$ cat config.mk
export PLATFORM = sky130hd
export DESIGN_NAME = core_boot_ctrl
export DESIGN_NICKNAME = d
export VERILOG_FILES = /design/src/rtl/core_boot_ctrl.sv
export SDC_FILE = /design/constraint.sdc
export NUM_CORES = 1
export LEC_CHECK = 0
export CELL_PAD_IN_SITES_DETAIL_PLACEMENT = 0
export CELL_PAD_IN_SITES_GLOBAL_PLACEMENT = 2
export CORE_MARGIN = 5
export CORE_UTILIZATION = 43
export DETAILED_ROUTE_END_ITERATION = 8
export DONT_BUFFER_PORTS = 1
export GPL_ROUTABILITY_DRIVEN = 1
export PLACE_DENSITY_LB_ADDON = 0.1
export SETUP_SLACK_MARGIN = 0.15
export SLEW_MARGIN = 30
export SYNTH_ARGS = -nofsm -noshare
export SYNTH_HDL_FRONTEND = slang
export SYNTH_SLANG_ARGS = --single-unit
$ cat constraint.sdc
create_clock -name clock -period 4 [get_ports clock]
set_input_delay 0.2 -clock clock [delete_from_list [all_inputs] [get_ports clock]]
set_output_delay 0.2 -clock clock [all_outputs]
set_load 0.01 [all_outputs]
$ cat src/rtl/core_boot_ctrl.sv
// Boot/sequencing controller: streams a program image into MainMemory, then
// releases core reset after a hold window, runs for a cycle budget and halts.
// Define CHECKSUM_EN to add an image checksum check and an ERROR state.
module core_boot_ctrl #(
    parameter int ADDR_W    = 10,
    parameter int BASE_ADDR = 0,
    parameter int RST_HOLD  = 4,
    parameter int CNT_W     = 16
) (
    input  logic              clock,
    input  logic              reset,
    input  logic              start,
    input  logic [CNT_W-1:0]  run_limit,
    input  logic              ld_valid,
    input  logic [7:0]        ld_data,
    input  logic              ld_last,
    input  logic [7:0]        ld_csum,
    output logic              ld_ready,
    output logic              mem_we,
    output logic [ADDR_W-1:0] mem_addr,
    output logic [7:0]        mem_wdata,
    output logic              core_reset,
    output logic              core_mem_en,
    output logic              busy,
    output logic              halted,
    output logic              err_ovf,
    output logic              err_csum,
    output logic [ADDR_W:0]   byte_count,
    output logic [CNT_W-1:0]  cycle_count
);

    typedef enum logic [2:0] {
        S_IDLE,
        S_LOAD,
        S_HOLD,
        S_RUN,
`ifdef CHECKSUM_EN
        S_ERROR,
`endif
        S_HALT
    } state_e;

    // Pointer carries one extra bit: once set, the image has run off the top of memory.
    localparam logic [ADDR_W:0]   PTR_BASE  = (ADDR_W+1)'(BASE_ADDR);
    localparam logic [ADDR_W-1:0] ADDR_BASE = ADDR_W'(BASE_ADDR);
    localparam logic [3:0]        HOLD_LAST = 4'(RST_HOLD - 1);

    state_e             state_q, state_d;
    logic [ADDR_W:0]    ptr_q, ptr_d;
    logic               mem_we_q, mem_we_d;
    logic [ADDR_W-1:0]  mem_addr_q, mem_addr_d;
    logic [7:0]         mem_wdata_q, mem_wdata_d;
    logic [ADDR_W:0]    byte_cnt_q, byte_cnt_d;
    logic [CNT_W-1:0]   cyc_cnt_q, cyc_cnt_d;
    logic [CNT_W-1:0]   limit_q, limit_d;
    logic [3:0]         hold_cnt_q, hold_cnt_d;
    logic               err_ovf_q, err_ovf_d;
    logic               restart;
    logic [CNT_W-1:0]   cyc_inc;
`ifdef CHECKSUM_EN
    logic [7:0]         csum_q, csum_d;
    logic               err_csum_q, err_csum_d;
`else
    logic               csum_unused;
    assign csum_unused = ^ld_csum;
`endif

    always_comb begin
        state_d     = state_q;
        ptr_d       = ptr_q;
        mem_we_d    = 1'b0;
        mem_addr_d  = mem_addr_q;
        mem_wdata_d = mem_wdata_q;
        byte_cnt_d  = byte_cnt_q;
        cyc_cnt_d   = cyc_cnt_q;
        limit_d     = limit_q;
        hold_cnt_d  = hold_cnt_q;
        err_ovf_d   = err_ovf_q;
        cyc_inc     = cyc_cnt_q + CNT_W'(1);
`ifdef CHECKSUM_EN
        csum_d      = csum_q;
        err_csum_d  = err_csum_q;
        restart     = start && (state_q == S_IDLE || state_q == S_HALT || state_q == S_ERROR);
`else
        restart     = start && (state_q == S_IDLE || state_q == S_HALT);
`endif

        if (restart) begin
            state_d    = S_LOAD;
            ptr_d      = PTR_BASE;
            byte_cnt_d = '0;
            cyc_cnt_d  = '0;
            err_ovf_d  = 1'b0;
`ifdef CHECKSUM_EN
            csum_d     = '0;
            err_csum_d = 1'b0;
`endif
        end else begin
            case (state_q)
                S_LOAD: begin
                    if (ld_valid) begin
                        if (ptr_q[ADDR_W]) begin
                            err_ovf_d = 1'b1;
                        end else begin
                            mem_we_d    = 1'b1;
                            mem_addr_d  = ptr_q[ADDR_W-1:0];
                            mem_wdata_d = ld_data;
                            ptr_d       = ptr_q + (ADDR_W+1)'(1);
                        end
                        byte_cnt_d = byte_cnt_q + (ADDR_W+1)'(1);
                        hold_cnt_d = '0;
`ifdef CHECKSUM_EN
                        csum_d = csum_q + ld_data;
                        if (ld_last) begin
                            if (csum_d != ld_csum) begin
                                state_d    = S_ERROR;
                                err_csum_d = 1'b1;
                            end else begin
                                state_d = S_HOLD;
                            end
                        end
`else
                        if (ld_last) state_d = S_HOLD;
`endif
                    end
                end
                S_HOLD: begin
                    if (hold_cnt_q == HOLD_LAST) begin
                        state_d = S_RUN;
                        limit_d = run_limit;
                    end else begin
                        hold_cnt_d = hold_cnt_q + 4'd1;
                    end
                end
                S_RUN: begin
                    // Saturate at all-ones; a nonzero limit can never match the wrapped value.
                    if (cyc_cnt_q != '1) cyc_cnt_d = cyc_inc;
                    if (limit_q != '0 && cyc_inc == limit_q) state_d = S_HALT;
                end
                default: ;
            endcase
        end
    end

    always_ff @(posedge clock or posedge reset) begin
        if (reset) begin
            state_q     <= S_IDLE;
            ptr_q       <= PTR_BASE;
            mem_we_q    <= 1'b0;
            mem_addr_q  <= ADDR_BASE;
            mem_wdata_q <= '0;
            byte_cnt_q  <= '0;
            cyc_cnt_q   <= '0;
            limit_q     <= '0;
            hold_cnt_q  <= '0;
            err_ovf_q   <= 1'b0;
`ifdef CHECKSUM_EN
            csum_q      <= '0;
            err_csum_q  <= 1'b0;
`endif
        end else begin
            state_q     <= state_d;
            ptr_q       <= ptr_d;
            mem_we_q    <= mem_we_d;
            mem_addr_q  <= mem_addr_d;
            mem_wdata_q <= mem_wdata_d;
            byte_cnt_q  <= byte_cnt_d;
            cyc_cnt_q   <= cyc_cnt_d;
            limit_q     <= limit_d;
            hold_cnt_q  <= hold_cnt_d;
            err_ovf_q   <= err_ovf_d;
`ifdef CHECKSUM_EN
            csum_q      <= csum_d;
            err_csum_q  <= err_csum_d;
`endif
        end
    end

    assign ld_ready    = (state_q == S_LOAD);
    assign core_reset  = (state_q != S_RUN);
    assign core_mem_en = (state_q == S_HOLD) || (state_q == S_RUN);
    assign busy        = (state_q == S_LOAD) || (state_q == S_HOLD) || (state_q == S_RUN);
    assign halted      = (state_q == S_HALT);
    assign mem_we      = mem_we_q;
    assign mem_addr    = mem_addr_q;
    assign mem_wdata   = mem_wdata_q;
    assign err_ovf     = err_ovf_q;
    assign byte_count  = byte_cnt_q;
    assign cycle_count = cyc_cnt_q;
`ifdef CHECKSUM_EN
    assign err_csum    = err_csum_q;
`else
    assign err_csum    = 1'b0;
`endif

endmodule

==> results of run 1 <==
-- synth_stat cells, types with 3 or more instances --
master | n | share of area (%)
nand3_1 | 22 | 2.7
buf_2 | 8 | 0.97
a31oi_1 | 3 | 0.46
xnor2_1 | 16 | 3.4
ha_1 | 4 | 1.2
and3_1 | 6 | 0.91
nand2_1 | 39 | 3.6
mux2_2 | 35 | 9.6
nor3b_1 | 3 | 0.55
or3_1 | 7 | 1.1
clkbuf_1 | 4 | 0.36
buf_4 | 6 | 1.1
nor4_1 | 7 | 1.1
inv_1 | 5 | 0.46
xor2_1 | 18 | 3.8
nor3_1 | 4 | 0.49
and4_1 | 4 | 0.85
mux2i_1 | 3 | 0.73
nand4_1 | 8 | 1.2
a21oi_1 | 18 | 2.2
nor2_1 | 27 | 2.5
o21ai_0 | 24 | 2.9
dfrtp_1 | 81 | 49
and2_1 | 3 | 0.46
-- worst max-delay path: stages, from the launching register on --
cell     delay, ps
dfrtp_1        540
ha_1           290
nand3_2        180
nor4_2         510
xnor2_1        170
nand3_1         90
nor3_1         360
a31oi_1        140
-- routing by layer --
layer | up-vias | share of wire (%) | wire (um) | global-route usage, %
li1 | 1431 | - | - | -
met1 | 1456 | 48 | 4550 | 24.1
met2 | 86 | 44 | 4220 | 25.8
met3 | 12 | 6.8 | 646 | 5.58
met4 | 0 | 1.2 | 115 | 4.33
met5 | - | 0 | 0 | 0
-- final timing paths --
kind | from | to | slack, ps | depth (start not counted)
max | cycle_count[0] | state_q[0] | 1590 | 7
min | ld_last | state_q[1] | 80 | 2
max reg2reg | cycle_count[0] | state_q[0] | 1590 | 7
min reg2reg | ptr_q[7] | ptr_q[7] | 540 | 1
max in group asynchronous | reset | cycle_count[4] | 2900 | 3
min in group asynchronous | reset | limit_q[2] | 370 | 2
-- per-stage QoR --
stage | instances | power (uW)
finish | 545 | 3090
floorplan | 391 | 2230
global placement | 504 | 2430
detailed placement | 504 | 2450
global route | 545 | 3330
CTS | 545 | 3120
-- power groups by stage --
stage / Combinational (uW) / Clock [uW] / Sequential, uW
floorplan: 839 / 0 / 1390
global placement: 857 / 0 / 1570
detailed placement: 875 / 0 / 1580
CTS: 900 / 663 / 1560
global route: 1020 / 693 / 1620
finish: 893 / 638 / 1560
-- sequential cells by signal, indices dropped and copies added, names as in the netlist --
signal and cells:
err_ovf 1, hold_cnt_q 4, limit_q 16, mem_addr 10
byte_count 11, mem_we 1, mem_wdata 8, cycle_count 16
ptr_q 11, state_q 3
-- kinds of logic after synthesis --
kind of cell / synth area share (%)
simple gates: 19.8
flops: 49.2
compound gates: 8.94
mux: 10.3
xor+xnor: 7.23
buf+inv: 3.16
fa+ha+maj: 1.22
other cells: 0.0911
-- area by class of cell --
type,instances,area (um^2),area share [%]
tap,129,161,3.47
multi-input combinational,286,1960,42.1
clock buffer,10,138,2.96
sequential,81,2030,43.5
clock inverter,6,72.6,1.56
inverter,5,23.8,0.511
timing repair buffer,28,273,5.86
==> impl_metrics.csv, run 1 <==
group,metric,value,unit
cells_and_area,layout_common_cells,"dfrtp_1 (81), nand2_1 (39), mux2_2 (35), nor2_1 (27), dlygate4sd3_1 (25)",
critical_path,start_kind,"flip-flop",
power,p_seq_share,50.4,%
grt,overflow,0,
power,pwr-share-comb,28.9,%
min_path,holdCritPathClass,"in -> reg",
timing,fin_setup_tns,0,ps
synthesis,synth_edf_count,0,
critical_path,path_class,"reg -> reg",
die,die_height,108,um
detailed_routing,drt-vias-per-instance,5.48,
power,irDropWorstVdd,0.000296,V
cells_and_area,nFillCells,868,
clock_tree,post_cts_resized,0,
detailed_routing,postRouteAntennaNets,0,
clock_tree,path_clk_slew,90,ps
clock_tree,max-clock-path-buffers,2,
clock_tree,cts-root-buf,"clkbuf_8",
detailed_routing,vias,2985,
synthesis,ys.flop_type,"dfrtp_1",
die,die-area,0.0116,mm^2
clock_tree,clk_latency,350,ps
timing,fmax,415,MHz
synthesis,syn_nets,432,
clock_tree,cts-buffers-inserted,9,
detailed_routing,firstDrtPassIters,4,
synthesis,synth.avg_cell_area,10.5,um^2
placement,dpl_cell_area,0.00419,mm^2
power,p_switching,1240,uW
run,cap_violations,0,
detailed_routing,drc,0,
detailed_routing,wirelength,9530,um
critical_path,critPathCaptureType,"flip-flop",
synthesis,async_reset_ff_share,100,%
critical_path,required,4220,ps
die,initial_utilization,44.3,%
power,intPower,1850,uW
die,die_w,108,um
timing,clock_skew,12.2,ps
power,power_density,663,mW/mm^2
die,rows,35,
cells_and_area,nNetsFinal,452,
timing,slew_headroom,40.9,%
placement,dp_slack,1590,ps
grt,antenna_found_initial,0,
timing,rsz0062_at_grt,"no",
timing,worst_slack,1590,ps
grt,grt_max_degree,61,
detailed_routing,wire_per_inst,17.5,um
timing,setup_viol,0,
cells_and_area,fin_util,50.1,%
placement,post-dp-hpwl,6660,um
critical_path,critPathMaxFanout,8,
placement,gp_congestion,0.800,
cells_and_area,drive_gt1_share,16.3,%
synthesis,synth-warning-count,0,
cells_and_area,area_growth,13.1,%
placement,numPortBuffers,0,
grt,grtUsageTotal,17.2,%
cells_and_area,design_area,0.00465,mm^2
synthesis,ys_seq_elements,81,
power,p_leak,0.00197,uW
clock_tree,htreeDepth,3,
power,p_clk_share,20.7,%
synthesis,seq_area_frac_synth,49.2,%
grt,grt_pass1_wl,15600,um
timing,finalCriticalPeriod,2410,ps
timing,finalHoldViolCount,0,
timing,slew_viol_final,0,
die,io_pins,90,
power,switching_share,40.1,%
clock_tree,cts_tree,"done",
cells_and_area,layout_commonest_cell,"dfrtp_1",
synthesis,synthDistinctLibCells,54,
clock_tree,cts_sinks,81,
timing,hold_slack,79.9,ps
synthesis,synth_area,0.00412,mm^2
synthesis,netlist_instances,391,
timing,worstMarginPinSlew,886,ps
cells_and_area,antennaDiodeCount,0,
detailed_routing,drt_iter0_markers,117,
clock_tree,ctsHoldBuffers,25,
grt,grt_pass1_vias,2994,
critical_path,crit_arrival,2630,ps
status,status,"finished clean",
timing,period_share,60.2,%
clock_tree,cts_setup_buffers,0,
die,coreArea,0.00928,mm^2
No activity file was read; power rests on OpenSTA's default activity.
==> run 2: changes to the inputs <==
Settings changed: CORE_UTILIZATION 43 to 36.
Clock period 4 ns to 2.2 ns, I/O delays scaled along.
==> run 2 against run 1 <==
Critical endpoint is now state_q[1]. Largest cell class unchanged. Cell count up 7.9%. Fmax up 19%. Total power up 100%. Worst hold slack worse by 39 ps. Die area up 18%. Routed wire length up 7.9%.
==> impl_metrics.csv, run 2 (synthesis results as in run 1) <==
group,metric,value,unit
critical_path,reg2reg_to,"state_q[1]",
grt,overflow,0,
min_path,holdCritPathClass,"in -> reg",
detailed_routing,wire_per_inst,17.5,um
timing,period_share,91.8,%
critical_path,rrSetupSlack,180,ps
clock_tree,cts-root-buf,"clkbuf_16",
critical_path,path_class,"reg -> reg",
die,die_height,117,um
placement,post-dp-hpwl,7500,um
critical_path,critPathCaptureType,"flip-flop",
timing,worstMarginPinSlew,723,ps
die,rows,39,
clock_tree,cts_sinks,81,
critical_path,crit_arrival,2230,ps
critical_path,start_kind,"flip-flop",
die,die-area,0.0137,mm^2
critical_path,cp_slowest_stage_delay,410,ps
power,irDropWorstVdd,0.000572,V
grt,grt_pass1_wl,16700,um
die,coreArea,0.0113,mm^2
timing,fin_setup_tns,0,ps
detailed_routing,drt-vias-per-instance,5.27,
grt,grtUsageTotal,16.0,%
cells_and_area,drive_gt1_share,22.9,%
clock_tree,cts_tree,"done",
cells_and_area,area_growth,22.2,%
clock_tree,clk_latency,340,ps
power,p_leak,0.00215,uW
clock_tree,max-clock-path-buffers,2,
detailed_routing,wirelength,10300,um
detailed_routing,vias,3096,
timing,fmax,495,MHz
timing,setup_viol,0,
timing,finalHoldViolCount,0,
grt,grt_pass1_vias,3114,
power,intPower,3820,uW
power,p_seq_share,42.8,%
timing,rsz0062_at_grt,"yes",
die,initial_utilization,36.4,%
placement,gp_congestion,0.794,
detailed_routing,firstDrtPassIters,4,
clock_tree,cts-buffers-inserted,9,
die,io_pins,90,
grt,grt_max_degree,35,
detailed_routing,postRouteAntennaNets,0,
power,power_density,1240,mW/mm^2
critical_path,required,2410,ps
cells_and_area,layout_common_cells,"dfrtp_1 (78), nand2_1 (39), mux2_2 (35), buf_4 (29)",
cells_and_area,antennaDiodeCount,0,
clock_tree,cts_setup_buffers,0,
critical_path,critPathSlowestCell,"dfrtp_1",
power,finalPower,6240,uW
critical_path,critPathMaxFanout,5,
status,status,"finished clean",
min_path,hold_path_depth,3,
timing,finalCriticalPeriod,2020,ps
cells_and_area,nNetsFinal,482,
critical_path,worst-path-buf-inv,1,
clock_tree,htreeDepth,3,
critical_path,r2r_start,"cycle_count[1]",
min_path,min_to,"state_q[0]",
critical_path,worstPathCellList,"buf_4 -> and4_4 -> a311oi_2 -> nand3_1 -> a211o_1 -> nor4_2 -> a21oi_1",
placement,numPortBuffers,0,
power,p_switching,2420,uW
detailed_routing,drc,0,
power,p_clk_share,22.8,%
power,pwr-share-comb,34.4,%
timing,clock_skew,8.38,ps
detailed_routing,drt_iter0_markers,121,
grt,antenna_found_initial,0,
timing,slew_viol_final,0,
critical_path,path_delay_family,"compound AO/OA/AOI/OAI gates",
clock_tree,path_clk_slew,60,ps
cells_and_area,layout_commonest_cell,"dfrtp_1",
power,switching_share,38.7,%
timing,slew_headroom,51.7,%
run,cap_violations,0,
die,die_w,117,um
min_path,worst_hold_startpoint,"ld_last",
critical_path,r2r_cells,7,
-- run 2: cell type report --
cell class	count	area [um^2]
clock inverter	5	40.0
multi-input combinational	286	2000
timing repair buffer	58	519
tap	143	179
fill	1098	6290
inverter	5	22.5
clock buffer	10	239
sequential	81	2030
-- run 2: what timing repair did --
action	in CTS	in global routing
hold endpoints to repair	54	0
hold buffers	27	0
pin swaps	0	6
resized for setup	1	8
setup endpoints to repair	3	5
-- run 2: tightest hold or removal path, stage by stage --
cell and delay, ps:
a21oi_1 40, nor2_1 90, a31oi_1 90
-- run 2: power groups by stage --
stage               registers [uW]  clock network [uW]  logic [uW]
finish                        2670                1420        2150
global route                  2760                1520        2410
CTS                           2650                1460        2100
detailed placement            2670                   0        2050
global placement              2670                   0        2020
floorplan                     2540                   0        1530
-- run 2: layer usage --
metal	vias to the layer above	share of wire (%)	global-route usage, %
met1	1516	50	23.1
met4	0	1.9	6.65
met5	-	0	0
li1	1496	-	-
met3	16	5.4	4.06
met2	68	43	22.6
-- run 2: how the worst max path moves through the flow --
| stage | cells after the start | start | slack (ps) | end |
|---|---|---|---|---|
| 5_1_grt | 7 | cycle_count[1] | 50 | state_q[2] |
| 3_3_place_gp | 7 | cycle_count[0] | 190 | state_q[0] |
| 2_1_floorplan | 7 | cycle_count[0] | 160 | state_q[0] |
| 4_1_cts | 7 | cycle_count[0] | 150 | state_q[1] |
| 3_5_place_dp | 7 | cycle_count[0] | 120 | state_q[0] |
| 6_report | 7 | cycle_count[1] | 180 | state_q[1] |
-- run 2: through the flow --
step	utilization, %	cell area (um^2)	std cells	setup WS [ps]	hold slack, ps
after detailed placement	39.2	4430	546	121	137
after global placement	39.2	4430	546	185	127
final	44.4	5030	588	181	40.9
after CTS	44.1	4990	588	155	30.9
after floorplan	-	4120	391	162	260
after global routing	44.4	5030	588	53.7	42.0
